[src/rtl/dnn_uart_pkg.sv]
// Shared definitions for the DNN board UART paths: bit-level state encoding,
// default framing byte and the baud divisor calculation.
package dnn_uart_pkg;

    typedef enum logic [1:0] {
        IDLE  = 2'd0,
        START = 2'd1,
        DATA  = 2'd2,
        STOP  = 2'd3
    } uart_state_e;

    localparam logic [7:0] HEADER_DEFAULT = 8'hA5;

    // Rounded to the nearest integer so odd clock/baud ratios keep minimal drift.
    function automatic int clks_per_bit(input int clk_freq, input int baud);
        return (clk_freq + baud / 2) / baud;
    endfunction

endpackage

[src/rtl/uart_tx_byte.sv]
// Single-byte 8N1 serializer. A load accepted in the last stop-bit cycle chains
// straight into the next start bit, so multi-byte packets have no idle gaps.
module uart_tx_byte
    import dnn_uart_pkg::*;
#(
    parameter int CLKS_PER_BIT = 868
) (
    input  logic       clk,
    input  logic       rst_n,
    input  logic       load,
    input  logic [7:0] byte_in,
    output logic       ready,
    output logic       tx
);

    localparam int CNT_W = $clog2(CLKS_PER_BIT);
    localparam logic [CNT_W-1:0] CNT_LAST = CNT_W'(CLKS_PER_BIT - 1);

    uart_state_e      state, state_n;
    logic [CNT_W-1:0] cnt, cnt_n;
    logic [2:0]       bit_idx, bit_idx_n;
    logic [7:0]       shift, shift_n;
    logic             tx_q, tx_n;
    logic             bit_end;

    assign bit_end = (cnt == CNT_LAST);
    assign ready   = (state == IDLE) || ((state == STOP) && bit_end);
    assign tx      = tx_q;

    always_ff @(posedge clk or negedge rst_n) begin
        if (!rst_n) begin
            state   <= IDLE;
            cnt     <= '0;
            bit_idx <= '0;
            shift   <= '0;
            tx_q    <= 1'b1;
        end else begin
            state   <= state_n;
            cnt     <= cnt_n;
            bit_idx <= bit_idx_n;
            shift   <= shift_n;
            tx_q    <= tx_n;
        end
    end

    always_comb begin
        state_n   = state;
        cnt_n     = cnt;
        bit_idx_n = bit_idx;
        shift_n   = shift;
        tx_n      = tx_q;
        case (state)
            IDLE: begin
                if (load) begin
                    state_n = START;
                    cnt_n   = '0;
                    shift_n = byte_in;
                    tx_n    = 1'b0;
                end
            end
            START: begin
                if (bit_end) begin
                    state_n   = DATA;
                    cnt_n     = '0;
                    bit_idx_n = '0;
                    tx_n      = shift[0];
                    shift_n   = {1'b0, shift[7:1]};
                end else begin
                    cnt_n = cnt + 1'b1;
                end
            end
            DATA: begin
                if (bit_end) begin
                    cnt_n = '0;
                    if (bit_idx == 3'd7) begin
                        state_n = STOP;
                        tx_n    = 1'b1;
                    end else begin
                        bit_idx_n = bit_idx + 3'd1;
                        tx_n      = shift[0];
                        shift_n   = {1'b0, shift[7:1]};
                    end
                end else begin
                    cnt_n = cnt + 1'b1;
                end
            end
            STOP: begin
                if (bit_end) begin
                    cnt_n = '0;
                    if (load) begin
                        state_n = START;
                        shift_n = byte_in;
                        tx_n    = 1'b0;
                    end else begin
                        state_n = IDLE;
                    end
                end else begin
                    cnt_n = cnt + 1'b1;
                end
            end
            default: state_n = IDLE;
        endcase
    end

endmodule

[src/rtl/dnn_result_uart_tx.sv]
// Sends a latched DNN result word to the host as one header byte followed by
// NUM_BYTES payload bytes (byte 0 first), reusing uart_tx_byte for framing.
module dnn_result_uart_tx
    import dnn_uart_pkg::*;
#(
    parameter int         CLK_FREQ  = 100_000_000,
    parameter int         BAUD_RATE = 115_200,
    parameter int         NUM_BYTES = 4,
    parameter logic [7:0] HEADER    = HEADER_DEFAULT
) (
    input  logic                   clk,
    input  logic                   reset,
    input  logic                   start,
    input  logic [8*NUM_BYTES-1:0] data,
    output logic                   uart_tx,
    output logic                   busy,
    output logic                   done
);

    localparam int CLKS_PER_BIT = clks_per_bit(CLK_FREQ, BAUD_RATE);
    localparam int IDX_W        = $clog2(NUM_BYTES + 1);

    if (CLKS_PER_BIT < 2) begin : g_bad_baud
        $error("dnn_result_uart_tx: CLKS_PER_BIT must be at least 2");
    end
    if (NUM_BYTES < 1 || NUM_BYTES > 16) begin : g_bad_num_bytes
        $error("dnn_result_uart_tx: NUM_BYTES must be in 1..16");
    end

    logic [8*NUM_BYTES-1:0] payload;
    logic [IDX_W-1:0]       byte_idx;
    logic [7:0]             byte_val;
    logic                   byte_ready;
    logic                   byte_load;
    logic                   accept;
    logic                   more;
    logic                   last;

    // While busy, byte_ready only rises in the final stop-bit cycle of a byte.
    assign accept    = start && !busy && byte_ready;
    assign more      = busy && byte_ready && (byte_idx != IDX_W'(NUM_BYTES));
    assign last      = busy && byte_ready && (byte_idx == IDX_W'(NUM_BYTES));
    assign byte_load = accept || more;

    always_comb begin
        byte_val = HEADER;
        if (busy) begin
            for (int k = 0; k < NUM_BYTES; k++) begin
                if (byte_idx == IDX_W'(k)) begin
                    byte_val = payload[8*k +: 8];
                end
            end
        end
    end

    always_ff @(posedge clk or negedge reset) begin
        if (!reset) begin
            busy     <= 1'b0;
            done     <= 1'b0;
            byte_idx <= '0;
        end else begin
            done <= last;
            if (accept) begin
                busy     <= 1'b1;
                byte_idx <= '0;
            end else if (more) begin
                byte_idx <= byte_idx + 1'b1;
            end else if (last) begin
                busy <= 1'b0;
            end
        end
    end

    always_ff @(posedge clk) begin
        if (accept) begin
            payload <= data;
        end
    end

    uart_tx_byte #(
        .CLKS_PER_BIT(CLKS_PER_BIT)
    ) u_tx_byte (
        .clk    (clk),
        .rst_n  (reset),
        .load   (byte_load),
        .byte_in(byte_val),
        .ready  (byte_ready),
        .tx     (uart_tx)
    );

endmodule

[config.mk]
export PLATFORM = sky130hd
export DESIGN_NAME = dnn_result_uart_tx
export DESIGN_NICKNAME = d
export VERILOG_FILES = /design/src/rtl/dnn_uart_pkg.sv /design/src/rtl/uart_tx_byte.sv /design/src/rtl/dnn_result_uart_tx.sv
export SDC_FILE = /design/constraint.sdc
export NUM_CORES = 1
export LEC_CHECK = 0
export BUFFER_PORTS_ARGS = -buffer_cell sky130_fd_sc_hd__clkbuf_2
export CORE_UTILIZATION = 44
export DETAILED_ROUTE_END_ITERATION = 6
export PLACE_DENSITY = 0.66
export SLEW_MARGIN = 30
export SYNTH_ARGS = -nofsm -noshare
export SYNTH_HDL_FRONTEND = slang
export SYNTH_SLANG_ARGS = --single-unit
[constraint.sdc]
create_clock -name clk -period 5.25 [get_ports clk]
set_clock_uncertainty 0.1 [all_clocks]
set_input_delay 0.7875 -clock clk [delete_from_list [all_inputs] [get_ports clk]]
set_output_delay 0.7875 -clock clk [all_outputs]
set_load 0.02 [all_outputs]
Word level (Yosys, flattened, before mapping)

Index checks and enable logic that the tools add are counted.

Bits of input ports: 35
Register bits: 61
Output and inout port bits: 3
Logic and storage cells: 85

Mux-type cells: 36
Add/sub/neg operators: 3
Reductions and logical operators: 20
Eq/ne operators: 17

Operators with widths:

| cell                  | number |
|---|---|
| $mux 8                | 10 |
| $pmux 8 s4            | 1 |
| $mux 10               | 2 |
| $pmux 10 s2           | 1 |
| $mux 3                | 5 |
| $add 10x1->10 const B | 1 |
| $eq 10x10->1 const B  | 1 |
| $mux 2                | 5 |
| $mux 1                | 9 |
| $ne 2x1->1 const B    | 4 |
| $pmux 2 s4            | 1 |
| $reduce_and 4->1      | 2 |
| $add 3x1->3 const B   | 2 |
| $eq 3x2->1 const B    | 2 |
| $eq 3x3->1 const B    | 2 |
| $logic_and 1x1->1     | 6 |
| $ne 2x2->1 const B    | 3 |
| $pmux 3 s2            | 1 |
| $reduce_bool 2->1     | 3 |
| $reduce_and 5->1      | 1 |
| $eq 2x2->1 const B    | 2 |
| $pmux 1 s4            | 1 |
| $eq 3x1->1 const B    | 1 |
| $logic_not 3->1       | 1 |
| other kinds (8)       | 9 |

Logic depth before layout (Yosys ltp)

Depth after elaboration: 9
Mapped depth: 7
Mapped depth without buffers: 6

Hierarchy

Synthesis repeated with hierarchy kept, for this count alone.

Cells, all modules: 264
Area, all modules: 3052.9 µm²

By module, submodules not included:

| module             | seq. area each (µm²) | instances | area each (µm²) | cells an instance |
|---|---|---|---|---|
| dnn_result_uart_tx | 1086.0               | 1         | 1654.1          | 123 |
| uart_tx_byte       | 601.8                | 1         | 1398.8          | 141 |

Worst setup path after synthesis

No wires, ideal clock.

Path kind: reg2reg
Start: register u_tx_byte.state[1]
End: register payload[0] (enable)
Path slack: 2165 ps
Clock period less this slack: 3085 ps
Setup time: 422 ps
Data arrival time: 2563 ps
Buffers on the path: 0
Cell stages (with the launch flop): 6
Path through: dfrtp_1 -> ha_1 -> nor4b_2 -> a31o_2 -> nand2_1 -> nor2_1

Longest elaborated chain between the ends: 4

Ends and longest elaborated chain:

| what                     | RTL line                 | text |
|---|---|---|
| start: declaration       | uart_tx_byte.sv:19       | `uart_state_e state, state_n;` |
| start signal: assignment | uart_tx_byte.sv:38       | `state <= state_n;` |
| $eq 2x2->1               | uart_tx_byte.sv:27       | `assign ready = (state == IDLE) \|\| ((state == STOP) && bit_end);` |
| $logic_and 1x1->1        | uart_tx_byte.sv:27       |  |
| $logic_or 1x1->1 (*)     | uart_tx_byte.sv:27       |  |
| $logic_and 1x1->1 (*)    | dnn_result_uart_tx.sv:40 | `assign accept = start && !busy && byte_ready;` |
| net accept               | dnn_result_uart_tx.sv:35 | `logic accept;` |
| end signal: assignment   | dnn_result_uart_tx.sv:76 | `payload <= data;` |
| end: declaration         | dnn_result_uart_tx.sv:30 | `logic [8*NUM_BYTES-1:0] payload;` |

The timed path passes the listed nets; every way through them passes the cells marked *.
A chain may end at the register's enable or synchronous reset.

Final worst setup path

Start: register u_tx_byte.state[0]
End: register u_tx_byte.shift[7]

Longest elaborated chain between the ends: 9

Ends and longest elaborated chain:

| what                            | RTL line                               | text |
|---|---|---|
| $eq 2x2->1                      | uart_tx_byte.sv:27, uart_tx_byte.sv:52 |  |
| $logic_and 1x1->1               | uart_tx_byte.sv:27                     |  |
| $logic_or 1x1->1                | uart_tx_byte.sv:27                     |  |
| $logic_and 1x1->1 (2 in series) | dnn_result_uart_tx.sv:41               | `assign more = busy && byte_ready && (byte_idx != IDX_W'(NUM_BYTES));` |
| $logic_or 1x1->1                | dnn_result_uart_tx.sv:43               | `assign byte_load = accept \|\| more;` |
| $mux 8 (2 in series)            | --                                     |  |
| $pmux 8 s4                      | uart_tx_byte.sv:52                     | `case (state)` |
| end signal: assignment          | uart_tx_byte.sv:41                     | `shift <= shift_n;` |
| end: declaration                | uart_tx_byte.sv:22                     | `logic [7:0] shift, shift_n;` |

Parallel ways exist; a longest one is shown, timed or not. The select of a mux whose other input is x is not followed.

==> results.md <==
- Distinct cell type count after synthesis: 54
- Dpl cells: 397
- Clk sinks: 61
- Final Max Tran Viols: 0
- TritonCTS clock tree: yes
- Sequential fraction of the synthesis area: 54.5%
- Commonest cells after routing, fill and taps aside: clkbuf_2, edfxtp_1, dfrtp_1, nand2_1, o21ai_0
- FF+latch area: 1690 um2
- CP Class: reg -> reg
- Row count: 30
- IO Pins: 38
- First-pass GRT wire length: 10500 um
- Hold buffers post-CTS: 0
- Drt wl/cell: 14.9 um
- Post-synth top flop: edfxtp_1
- DP Wirelength: 4320 um
- Depth of the CTS H-tree: 3
- Total setup buffers inserted after CTS: 0
- Max FO, Critical Path: 10
- Pin count of the biggest net entering global routing: 33
- ANT cells: 0
- HP Class: reg -> reg
- RSZ-0062 raised after global routing: false
- Number of nets with antenna violations after routing: 0
- Setup violators final: 0
- Worst slack, placed: 2.85 ns
- TNS Setup: 0 ns
- Starting DRC count in detailed routing: 90
- Worst setup margin: 2.82 ns
- Die Footprint: 7370 um2
- Crit-path cells: inv_1 -> ha_1 -> nor3_2 -> a31oi_4 -> nor4_4 -> mux2_1
- Synth Net Count: 322
- Max Fclk: 412 MHz
- Finished Layout Cells: 413
- Core outline area: 6790 um2
- Synth Warn #: 0
- Worst Path Buf+Inv: 1
- Max Cap Viol: 0
- Worst path required time: 5.37 ns
- Initial Util: 45.5%
- Clk buf depth: 2
- Post-synth EDFFs: 32
- Area grow syn2layout: 15.0%
- Clock Latency Late Sink: 0.34 ns
- Routed via count: 2275
- Multi-input logic area: 1290 um2
- Initial antenna violation count: 0
- CTS Buf Count: 9
- CTS clk-pin slew, worst paths: 0.07 ns
- Cells after Synth: 274
- Clock period minus worst slack: 2.43 ns
- Vias in the first global route: 2273
- DIE HEIGHT: 85.9 um
- Placer Congestion: 0.798
- Slowest cell on crit path: nor4_4
- Crit end category: register
- CP startpoint kind: register
- Port buffer count: 37
- WP data arrival: 2.55 ns
- Die W: 85.9 um
- Via density: 5.51
- Worst path max stage delay: 0.50 ns
- Max_slew headroom: 37.3%
- Synthesized cell area: 3090 um2
- Actual slew at the worst max-slew pin: 0.937 ns
- Fill count: 595
- Status: finished clean
- Final worst-path cycle share: 46.3%
- GRT overflow: 0
- Leakage power: 1.43 nW
- Layout Nets: 360
- Pwr/cell area: 263 nW/um2
- Most common cell after layout, fill and taps aside: clkbuf_2
- Synthesized area per cell: 11.3 um2
- DR pass1 iterations: 4
- Yosys reg bits: 61
- VDD IR max: 188 uV
- Clock Tree Root: clkbuf_8
- Async SR Flop Fraction: 47.5%
- Top delay family on crit path: simple AND/OR/NAND/NOR gates
- Share of layout cells above drive strength 1: 22.7%
- CTS resizes: 0
- Final-report hold violation count: 0
- Drt total wl: 6140 um
- Total Routing Usage GR: 18.4%
- DRC Markers: 0
## registers in the layout (all words and copies together) (netlist names)
signal	count
payload	32
u_tx_byte.cnt	10
u_tx_byte.shift	8
byte_idx	3
u_tx_byte.bit_idx	3
u_tx_byte.state	2
busy	1
done	1
u_tx_byte.tx	1
## final timing paths
path | to | cells past startpoint | slack (ns) | startpoint
min in group asynchronous | done | 1 | 0.40 | reset
worst max register to register | u_tx_byte.shift[7] | 6 | 2.82 | u_tx_byte.state[0]
worst min-delay path | u_tx_byte.shift[7] | 1 | 0.39 | u_tx_byte.shift[7]
worst min register to register | u_tx_byte.shift[7] | 1 | 0.39 | u_tx_byte.shift[7]
worst max-delay path | u_tx_byte.shift[7] | 6 | 2.82 | u_tx_byte.state[0]
max in group asynchronous | u_tx_byte.shift[0] | 1 | 4.17 | reset
## kinds of logic after synthesis
| logic type | count (synthesis) | share of synthesized area (%) |
|---|---|---|
| mux | 2 | 0.687 |
| simple gates | 86 | 15.0 |
| compound gates | 81 | 20.1 |
| flops | 61 | 54.5 |
| buf+inv | 29 | 3.84 |
| xor+xnor | 2 | 0.566 |
| fa+ha+maj | 13 | 5.26 |
## worst reg2reg max path, cell delays in order, from the launching register on
cell	delay [ns]
dfrtp_1	0.37
inv_1	0.11
ha_1	0.33
nor3_2	0.46
a31oi_4	0.09
nor4_4	0.50
mux2_1	0.36
## final cells by class
class | instances | share of cell area, %
flip-flops and latches | 61 | 47.4
clock inverters | 7 | 2.11
well taps | 96 | 3.38
repair buffers | 38 | 5.42
clock buffers | 9 | 3.48
inverters | 18 | 1.90
multi-input cells | 184 | 36.3
## cell usage after synthesis (all sizes together) (2+ instances only)
library cell,number,area [um2]
or3,4,25.0
o221a,2,22.5
o221ai,5,43.8
dfrtp,28,701
nand3,12,60.1
a22o,10,87.6
or2,2,12.5
nor3,5,41.3
nor2b,2,12.5
a2bb2oi,2,17.5
inv,18,67.6
a21o,2,15.0
o21ai,21,105
nor2,13,48.8
o41ai,2,25.0
a31oi,3,33.8
nand2,27,101
xnor2,2,17.5
clkbuf,8,31.3
ha,13,163
nand2b,5,31.3
a31o,3,26.3
a32oi,6,52.6
buf,3,20.0
nand4,4,25.0
a21oi,12,60.1
a221o,4,40.0
nor4,3,33.8
edfxtp,32,961
and2,4,25.0
## metrics by stage
step,area (um2),power (mW),hold slack (ns),util [%]
after floorplan,3090,0.516,0.358,-
after global placement,3360,0.532,0.370,49.4
after detailed placement,3360,0.533,0.374,49.4
after CTS,3560,0.946,0.394,52.4
after global routing,3560,0.967,0.415,52.4
final,3560,0.937,0.394,52.4
## routing by layer
layer | vias up | routed length [um] | share of wire [%] | global-route usage [%]
met3 | 10 | 256 | 4.2 | 4.62
met1 | 1084 | 2870 | 47 | 23.4
met4 | 0 | 98 | 1.6 | 7.73
li1 | 1118 | - | - | -
met5 | - | 0 | 0 | 0
met2 | 63 | 2920 | 48 | 30.1
## where the power goes
part	switching (mW)	internal, mW
Sequential	0	0.504
Clock	0.193	0.221
Combinational	0.00900	0.00958
Power figures use the tool's default switching activity.
